**config.mk**
```make
export PLATFORM = sky130hd
export DESIGN_NAME = instruction_fetch_unit
export DESIGN_NICKNAME = d
export VERILOG_FILES = /design/src/rtl/instruction_fetch_unit.sv
export SDC_FILE = /design/constraint.sdc
export NUM_CORES = 1
export LEC_CHECK = 0
export CELL_PAD_IN_SITES_DETAIL_PLACEMENT = 1
export CELL_PAD_IN_SITES_GLOBAL_PLACEMENT = 1
export CORE_MARGIN = 3
export CORE_UTILIZATION = 25
export CTS_CLUSTER_SIZE = 12
export DETAILED_ROUTE_END_ITERATION = 8
export MAX_ROUTING_LAYER = met4
export PLACE_DENSITY_LB_ADDON = 0.1
export SYNTH_ARGS = -nofsm -noshare
export SYNTH_HDL_FRONTEND = slang
export SYNTH_SLANG_ARGS = --single-unit
```
**constraint.sdc**
```tcl
create_clock -name clk -period 3.64 [get_ports clk]
set_clock_uncertainty 0.15 [all_clocks]
set_input_delay 0.364 -clock clk [delete_from_list [all_inputs] [get_ports clk]]
set_output_delay 0.364 -clock clk [all_outputs]
set_load 0.01 [all_outputs]
```
**src/rtl/instruction_fetch_unit.sv**
```systemverilog
// IF-stage fetch unit: owns the PC, fetches one word per req/gnt/rvalid transaction
// and feeds the IF/ID register through a one-entry skid buffer with redirect support.
module instruction_fetch_unit #(
    parameter logic [31:0] RESET_PC = 32'h0000_0000
) (
    input  logic        clk,
    input  logic        reset,
    output logic        imem_req,
    output logic [31:0] imem_addr,
    input  logic        imem_gnt,
    input  logic        imem_rvalid,
    input  logic [31:0] imem_rdata,
    input  logic        stall,
    input  logic        redirect_valid,
    input  logic [31:0] redirect_target,
    output logic [31:0] next_instruction,
    output logic [31:0] supposed_next_address,
    output logic        fetch_valid
);

    // state   | meaning
    // ADDR    | request issued, waiting for gnt
    // WAIT    | address granted, waiting for rvalid
    // HOLD    | word parked in skid buffer until decode accepts
    // DISCARD | wrong-path response still in flight, drop it
    typedef enum logic [1:0] {
        S_ADDR    = 2'd0,
        S_WAIT    = 2'd1,
        S_HOLD    = 2'd2,
        S_DISCARD = 2'd3
    } state_t;

    state_t      state_q;
    logic [31:0] pc_q;
    logic [31:0] instr_q;
    logic [31:0] sna_q;
    logic        valid_q;
    logic [31:0] skid_q;

    logic [31:0] pc_plus4;
    logic        consumed;
    logic        out_free;

    assign pc_plus4 = pc_q + 32'd4;
    assign consumed = valid_q && !stall;
    assign out_free = !valid_q || !stall;

    assign imem_req              = (state_q == S_ADDR);
    assign imem_addr             = pc_q;
    assign next_instruction      = instr_q;
    assign supposed_next_address = sna_q;
    assign fetch_valid           = valid_q;

    always_ff @(posedge clk or negedge reset) begin
        if (!reset) begin
            state_q <= S_ADDR;
            pc_q    <= RESET_PC & ~32'h3;
            instr_q <= '0;
            sna_q   <= '0;
            valid_q <= 1'b0;
            skid_q  <= '0;
        end else if (redirect_valid) begin
            // Redirect flushes IF/ID and the skid buffer regardless of stall.
            pc_q    <= redirect_target & ~32'h3;
            valid_q <= 1'b0;
            instr_q <= '0;
            skid_q  <= '0;
            case (state_q)
                S_ADDR:    state_q <= imem_gnt    ? S_DISCARD : S_ADDR;
                S_WAIT:    state_q <= imem_rvalid ? S_ADDR    : S_DISCARD;
                S_HOLD:    state_q <= S_ADDR;
                S_DISCARD: state_q <= imem_rvalid ? S_ADDR    : S_DISCARD;
                default:   state_q <= S_ADDR;
            endcase
        end else begin
            if (consumed) begin
                valid_q <= 1'b0;
                instr_q <= '0;
            end
            case (state_q)
                S_ADDR: begin
                    if (imem_gnt) state_q <= S_WAIT;
                end
                S_WAIT: begin
                    if (imem_rvalid) begin
                        pc_q <= pc_plus4;
                        if (out_free) begin
                            instr_q <= imem_rdata;
                            sna_q   <= pc_plus4;
                            valid_q <= 1'b1;
                            state_q <= S_ADDR;
                        end else begin
                            skid_q  <= imem_rdata;
                            state_q <= S_HOLD;
                        end
                    end
                end
                S_HOLD: begin
                    // pc already points past the parked word.
                    if (!stall) begin
                        instr_q <= skid_q;
                        sna_q   <= pc_q;
                        valid_q <= 1'b1;
                        skid_q  <= '0;
                        state_q <= S_ADDR;
                    end
                end
                S_DISCARD: begin
                    if (imem_rvalid) state_q <= S_ADDR;
                end
                default: state_q <= S_ADDR;
            endcase
        end
    end

endmodule

```
==> flow_metrics.tcl, run 1 <==
set metrics [dict create \
    netlist_instances 806 \
    endpoint "skid_q[5]" \
    grt_max_degree 76 \
    setup_viol 0 \
    status "complete, no violations" \
    hp-class "input pin to register" \
    synth_top_area_share 0.4475 \
    path_class "register to register" \
    cts_root_buf "clkbuf_16" \
    wl_per_cell_um 18.76 \
    async_reset_ff_frac 1.000 \
    synthTopCellsByArea "dfrtp_1, nand2_1, o21ai_0" \
    drive_above_1_share 0.1098 \
    p_per_area_nw_per_um2 709.6 \
    syn_to_final_growth_pct 36.61 \
    cts_sinks 127 \
    synth_warnings 0 \
    vias 6333 \
    die_h_um 174.5 \
    die_width_um 174.5 \
    start_util 0.2549 \
    grt_pass1_wl_um 39720 \
    n_fill_cell 3186 \
    cp-startpoint "state_q[0]" \
    leakage_uw 0.003753 \
    synthFlopType "dfrtp_1" \
    dr.pass1.iters 4 \
    ir_worst_vdd_mv 0.3320 \
    gp_congestion 0.7365 \
    synth_top_area_cell "dfrtp_1" \
    max_freq_ghz 0.3464 \
    highest-signal-layer "met4" \
    die_area_um2 30470 \
    path_max_fanout 42 \
    crit_arrival_ns 3.02 \
    wl_um 24890 \
    min_period_ns 2.887 \
    core_area_um2 27860 \
    ys_types 46 \
    reg2reg_depth 7 \
    power_uw 6885 \
    cts_tree "done" \
    critPathLaunchType "register" \
    cts.clk_slew.worst_paths_ns 0.06 \
    grt_antenna_before_repair 2 \
    numCtsBuffers 17 \
    rows 61 \
    pin_count 168 \
    setup_tns_ns 0 \
    whs_path_depth 3 \
    drtAntennaViolNets 0 \
    met3_length_um 1189 \
    rr_endpoint "skid_q[5]" \
    tightestPinTransition_ns 1.115 \
    grt_pass1_vias 6677 \
    syn_area_per_cell_um2 8.811 \
    cp.required_ns 3.77 \
    cts_setup_buffers 0 \
    final_util 0.3483 \
    hold_viol 0 \
    nNetsFinal 1011 \
    ys_seq_elements 127 \
    synth_area_um2 7102 \
    grt_usage 0.1703 \
    finalCritPeriodShare 0.7930 \
    dp_hpwl_um 16440 \
    yosysSeqAreaShare 0.4475 \
    wl_met1_um 11800 \
    clockBufferDepth 2 \
    insertion_delay_ns 0.42 \
    rsz0062_at_grt "false" \
    timing.rr.start "state_q[0]" \
    overflow 0 \
    cp-end-kind "register" \
    slew_viol_final 0 \
    cts_max_level 4 \
    synth_edf_count 0 \
    via_per_inst 4.772 \
    drt_iter0_markers 231 \
    drv_cap 0 \
    drcViolationCount 0 \
    met2_length_um 11680 \
    portBuffers 161 \
    maxSlewHeadroom 0.2551 \
    reg2reg_setup_slack_ns 0.75 \
]
## per-stage QoR
step | area, µm² | worst slack [ns] | hold slack (ns) | std cells
finish | 9702 | 0.7534 | 0.2657 | 1327
global route | 9702 | 0.5036 | 0.2751 | 1327
CTS | 9697 | 0.6924 | 0.2384 | 1325
detailed placement | 9035 | 0.6930 | 0.3060 | 1293
global placement | 9035 | 0.7146 | 0.3100 | 1293
floorplan | 7113 | 1.485 | -0.08159 | 809
## critical path: stages, from the launching register on
cell and delay [ns]:
dfrtp_1 0.42, inv_1 0.14, ha_2 0.47, buf_4 0.50, nor3_1 0.17, a311oi_4 0.30
buf_4 0.42, o21ai_0 0.16
## synth_stat cells (3+ instances only)
| master | count |
|---|---|
| xor2_1 | 32 |
| nor3_2 | 4 |
| buf_2 | 18 |
| clkbuf_1 | 48 |
| dfrtp_1 | 127 |
| a21oi_1 | 29 |
| ha_1 | 6 |
| nor4_2 | 3 |
| a221oi_1 | 33 |
| nand3_1 | 23 |
| nor3_1 | 7 |
| buf_4 | 5 |
| inv_1 | 7 |
| mux2_2 | 32 |
| and4_1 | 4 |
| o21ai_0 | 78 |
| mux2i_1 | 3 |
| o21ai_1 | 18 |
| nor2_1 | 50 |
| a211oi_1 | 31 |
| xnor2_1 | 26 |
| nand2_1 | 174 |
| nand4_1 | 16 |
## logic make-up (layout without fill, tap and decap cells)
logic type                 Yosys count  in the layout  synth area share
DFF                                127            127            0.4475
adders and majority gates            6              6           0.01057
other                                1              6         0.0005280
muxes                               35             35           0.05497
and+or+nand+nor                    298            298            0.1912
buffers and inverters               82            220           0.05021
AOI/OAI and AO/OA                  199            199            0.1735
xor gates and xnor gates            58             58           0.07153
## registers in the layout (all words and copies together) (netlist names)
register               flops
fetch_valid                1
imem_addr                 30
next_instruction          32
skid_q                    32
state_q                    2
supposed_next_address     30
## layer usage
layer	track usage	vias up
met5	-	-
met1	0.2220	3121
met2	0.2693	127
met3	0.04216	15
met4	0.03723	0
li1	-	3070
## cells in the final DEF, fill, tap and decap left out, drive strengths merged, types with 18 or more instances in the layout
cell type,synthesis,routed
a21oi,29,29
nand4,18,18
a221oi,33,33
nand3,24,24
nand2,174,174
mux2,32,32
clkbuf,48,18
a211oi,31,31
o21ai,96,96
clkdlybuf4s50,0,158
buf,25,21
xor2,32,32
xnor2,26,26
dfrtp,127,127
nor2,50,50
## final cells by class
| cell class | instances | area [µm²] | share of cell area |
|---|---|---|---|
| Sequential cell | 127 | 3178 | 0.3276 |
| Tap cell | 378 | 473.0 | 0.04875 |
| Multi-Input combinational cell | 600 | 3610 | 0.3721 |
| Inverter | 9 | 33.78 | 0.003482 |
| Clock inverter | 13 | 212.7 | 0.02192 |
| Antenna cell | 2 | 5.005 | 0.0005159 |
| Clock buffer | 18 | 439.2 | 0.04527 |
| Timing Repair Buffer | 180 | 1750 | 0.1804 |
## how the worst min path moves through the flow
stage | start | slack [ns] | to
finish | stall | 0.27 | fetch_valid
global route | stall | 0.28 | fetch_valid
CTS | stall | 0.24 | fetch_valid
detailed placement | reset | 0.31 | supposed_next_address[17]
global placement | reset | 0.31 | supposed_next_address[17]
floorplan | reset | -0.08 | fetch_valid
## power by group
| group | internal, µW | switching (µW) |
|---|---|---|
| sequential | 1820 | 337 |
| combinational | 1260 | 1530 |
| clock | 1230 | 697 |
## repair_timing
action | 4_1_cts | 5_1_grt
hold endpoints to repair | 72 | 0
resized for setup | 0 | 0
hold buffers | 1 | 0
Power figures use the tool's default switching activity.
==> run 2, diff against run 1 <==
Clock period 3.64 ns to 2.8 ns, I/O delays scaled along.
==> flow_metrics.tcl, run 2 (synthesized netlist as in run 1, its figures left out) <==
set metrics [dict create \
    power_uw 8782 \
    cts_root_buf "clkbuf_16" \
    wl_um 24520 \
    layout_commonest_cell "nand2_1" \
    hp-start "redirect_valid" \
    setup_tns_ns 0 \
    syn_to_final_growth_pct 37.77 \
    postCtsResizedCells 0 \
    dr.pass1.iters 4 \
    dp_hpwl_um 16440 \
    nNetsFinal 1021 \
    path_max_fanout 9 \
    mostFrequentLayoutCells "nand2_1, clkdlybuf4s50_1, dfrtp_1" \
    portBuffers 161 \
    n_fill_cell 3238 \
    timing.rr.start "imem_addr[3]" \
    reg2reg_setup_slack_ns 0.50 \
    vias 6355 \
    via_per_inst 4.753 \
    drv_cap 0 \
    ir_worst_vdd_mv 0.4386 \
    p_per_area_nw_per_um2 897.6 \
    rows 61 \
    cp.required_ns 2.93 \
    grt_max_degree 65 \
    grt_pass1_wl_um 39570 \
    drt_iter0_markers 290 \
    rr_endpoint "imem_addr[22]" \
    drive_above_1_share 0.1200 \
    path_class "register to register" \
    leakage_uw 0.003799 \
    insertion_delay_ns 0.42 \
    crit_arrival_ns 2.44 \
    min_period_ns 2.305 \
    cts.clk_slew.worst_paths_ns 0.06 \
    rsz0062_at_grt "false" \
    numCtsBuffers 17 \
    cts_max_level 4 \
    cts_hold_buf 1 \
    grt_usage 0.1695 \
    worstHoldEndpoint "imem_addr[13]" \
    fin_ws_ns 0.4952 \
    status "complete, no violations" \
    core_area_um2 27860 \
    cts_setup_buffers 0 \
    drcViolationCount 0 \
    slew_viol_final 0 \
    whs_path_depth 3 \
    cts_sinks 127 \
    pin_count 168 \
    gp_congestion 0.7677 \
    maxSlewHeadroom 0.6309 \
    setup_viol 0 \
    cp-end-kind "register" \
    pre_cts_ws_ns 0.3251 \
    clockBufferDepth 2 \
    die_area_um2 30470 \
    overflow 0 \
    reg2reg_depth 6 \
    critPathLaunchType "register" \
    start_util 0.2549 \
    die_width_um 174.5 \
    grt_pass1_vias 6757 \
    tightestPinTransition_ns 0.5537 \
    drtAntennaViolNets 0 \
    max_freq_ghz 0.4339 \
    wl_per_cell_um 18.34 \
    grt_antenna_before_repair 1 \
    cts_tree "done" \
    die_h_um 174.5 \
    hp-class "input pin to register" \
    finalCritPeriodShare 0.8232 \
    hold_viol 0 \
]
## run 2: worst max path at each step
stage | from | to | depth (start not counted) | slack (ns)
after floorplan | state_q[1] | imem_addr[24] | 8 | 0.64
after global placement | imem_rvalid | imem_addr[20] | 6 | 0.33
after detailed placement | imem_rvalid | imem_addr[24] | 6 | 0.33
after CTS | state_q[0] | supposed_next_address[24] | 7 | 0.43
after global routing | state_q[0] | supposed_next_address[28] | 7 | 0.28
final | imem_addr[3] | imem_addr[22] | 6 | 0.50
## run 2: stage by stage
stage	hold slack [ns]	instance area, µm²	utilization	std cells
finish	0.1111	9784	0.3512	1337
global route	0.1250	9784	0.3512	1337
CTS	0.08844	9782	0.3511	1336
detailed placement	0.1413	9185	0.3297	1303
global placement	0.1370	9185	0.3297	1303
floorplan	-0.1656	7113	-	809
## run 2: area by class of cell
class / count / area, µm² / area share
clock buffers: 17 / 425.4 / 0.04348
flip-flops and latches: 127 / 3178 / 0.3248
clock inverters: 15 / 161.4 / 0.01650
diodes: 1 / 2.502 / 0.0002558
well taps: 378 / 473.0 / 0.04834
inverters: 9 / 33.78 / 0.003453
repair buffers: 190 / 1901 / 0.1942
multi-input cells: 600 / 3610 / 0.3689
## run 2: routing by layer
metal	global-route usage	routed length [µm]
met5	-	0
met2	0.2701	11610
met4	0.04289	279
met3	0.03910	1122
met1	0.2188	11500
## run 2: worst max-delay path: stages, from the launching register on
cell and delay [ns]:
dfrtp_1 0.46, ha_1 0.30, nand4_4 0.22, or4_4 0.58, nor3_2 0.22, xnor2_1 0.15
o21ai_1 0.08
## run 2: power breakdown
part	switching, µW	internal (µW)
Combinational	2000	1740
Sequential	427	2370
Clock	931	1320
Total	3360	5420
==> run 3, diff against run 2 <==
Clock period 2.8 ns to 2 ns, I/O delays scaled along.
==> flow_metrics.tcl, run 3 (synthesized netlist as in run 1, its figures left out) <==
set metrics [dict create \
    clkPwrFrac 0.227 \
    die_area_um2 30470 \
    gp_congestion 0.7480 \
    seqCellArea_um2 3184 \
    pre_cts_ws_ns -0.2052 \
    wl_per_cell_um 19.33 \
    grt_usage 0.1738 \
    fin_ws_ns -0.01879 \
    final_util 0.3890 \
    hp-class "input pin to async pin" \
    drv_cap 0 \
    cp.required_ns 2.16 \
    drt_iter0_markers 278 \
    timing.rr.start "state_q[0]" \
    die_width_um 174.5 \
    portBuffers 161 \
    dr.pass1.iters 5 \
    grt_max_degree 49 \
    seqPwrFrac 0.288 \
    grt_antenna_before_repair 3 \
    cts_max_level 4 \
    insertion_delay_ns 0.43 \
    mostFrequentLayoutCells "nand2_1, clkdlybuf4s50_1, dfrtp_1" \
    path_class "register to register" \
    multiInputGateArea_um2 3835 \
    setup_viol 1 \
    fin_area_um2 10840 \
    grt_pass1_vias 7125 \
    max_freq_ghz 0.4953 \
    overflow 0 \
    drcViolationCount 0 \
    timing.hold.ws_ns 0.08534 \
    leakage_uw 0.004321 \
    layout_commonest_cell "nand2_1" \
    dpl_cell_area_um2 9654 \
    drtAntennaViolNets 0 \
    slew_viol_final 0 \
    cts_tree "done" \
    clockBufferDepth 2 \
    hold_viol 0 \
    path_max_fanout 8 \
    vias 6748 \
    rows 61 \
    cts_sinks 127 \
    die_h_um 174.5 \
    min_period_ns 2.019 \
    cts_root_buf "clkbuf_16" \
    wl_um 27330 \
    grt_pass1_wl_um 40570 \
    n_fill_cell 3189 \
    rsz0062_at_grt "true" \
    core_area_um2 27860 \
    pin_count 168 \
    status "complete, but fails checks" \
    dp_hpwl_um 17490 \
    cp-end-kind "register" \
    pwr-share-comb 0.485 \
    nNetsFinal 1096 \
    reg2reg_depth 8 \
    rr_endpoint "supposed_next_address[2]" \
    numCtsBuffers 17 \
    syn_to_final_growth_pct 52.57 \
    finalCritPeriodShare 1.009 \
    violations "setup timing" \
    crit_arrival_ns 2.18 \
    ir_worst_vdd_mv 0.5496 \
    power.internal_uw 8361 \
    drive_above_1_share 0.2246 \
    p_per_area_nw_per_um2 1247 \
    critPathLaunchType "register" \
    power.net_switching_uw 5153 \
    reg2reg_setup_slack_ns -0.02 \
    cts.clk_slew.worst_paths_ns 0.07 \
    start_util 0.2549 \
    via_per_inst 4.772 \
    sw_frac_of_total 0.3813 \
]
run 3: repair_timing:
item                                    in CTS  in global routing
hold buffers                                 1                  0
pin swaps                                    7                 10
gates resized for setup                     12                 61
hold endpoints to repair                   127                  0
buffers inserted                             5                  5
cloned                                       1                 12
endpoints found under the setup margin      41                 68
run 3: how the worst max path moves through the flow:
stage                            from  slack (ns)                   endpoint  cells after the start
after detailed placement  imem_rvalid       -0.21       next_instruction[26]                      7
after CTS                  state_q[1]       -0.09  supposed_next_address[24]                      7
after floorplan            state_q[0]       -0.10  supposed_next_address[16]                      8
after global placement    imem_rvalid       -0.16       next_instruction[21]                      7
final                      state_q[0]       -0.02   supposed_next_address[2]                      8
after global routing       state_q[1]       -0.09  supposed_next_address[20]                     10
run 3: routing by layer:
layer,routed length [µm],track usage,share of wire
met3,1087,0.03976,0.040
met5,0,-,0
met2,13520,0.2871,0.49
met4,255,0.03624,0.0093
met1,12470,0.2192,0.46
run 3: worst max-delay path, stage by stage, from the launching register on:
cell and delay (ns):
dfrtp_2 0.42, buf_4 0.15, ha_4 0.16, buf_6 0.13, inv_2 0.05, o211ai_1 0.16
nor2_4 0.18, buf_12 0.17, mux2_2 0.33
run 3: power groups by stage:
stage          sequential [µW]  combinational [µW]  clock, µW
3_5_place_dp              3890                5720          0
6_report                  3890                6550       3070
2_1_floorplan             4040                2750          0
4_1_cts                   3850                5820       3150
5_1_grt                   4000                7190       3260
3_3_place_gp              3890                5620          0
run 3: layout make-up:
class / count / area share
multi-input cells: 600 / 0.3539
flip-flops and latches: 127 / 0.2939
repair buffers: 265 / 0.2523
well taps: 378 / 0.04365
clock buffers: 20 / 0.04215
clock inverters: 12 / 0.01028
inverters: 9 / 0.003118
diodes: 3 / 0.0006928
run 3: stage by stage:
step | total power [µW] | std cells | setup TNS, ns
floorplan | 6795 | 809 | -0.5092
global placement | 9508 | 1355 | -6.226
detailed placement | 9610 | 1355 | -8.183
CTS | 12820 | 1394 | -0.2152
global route | 14450 | 1414 | -2.205
finish | 13510 | 1414 | -0.01879
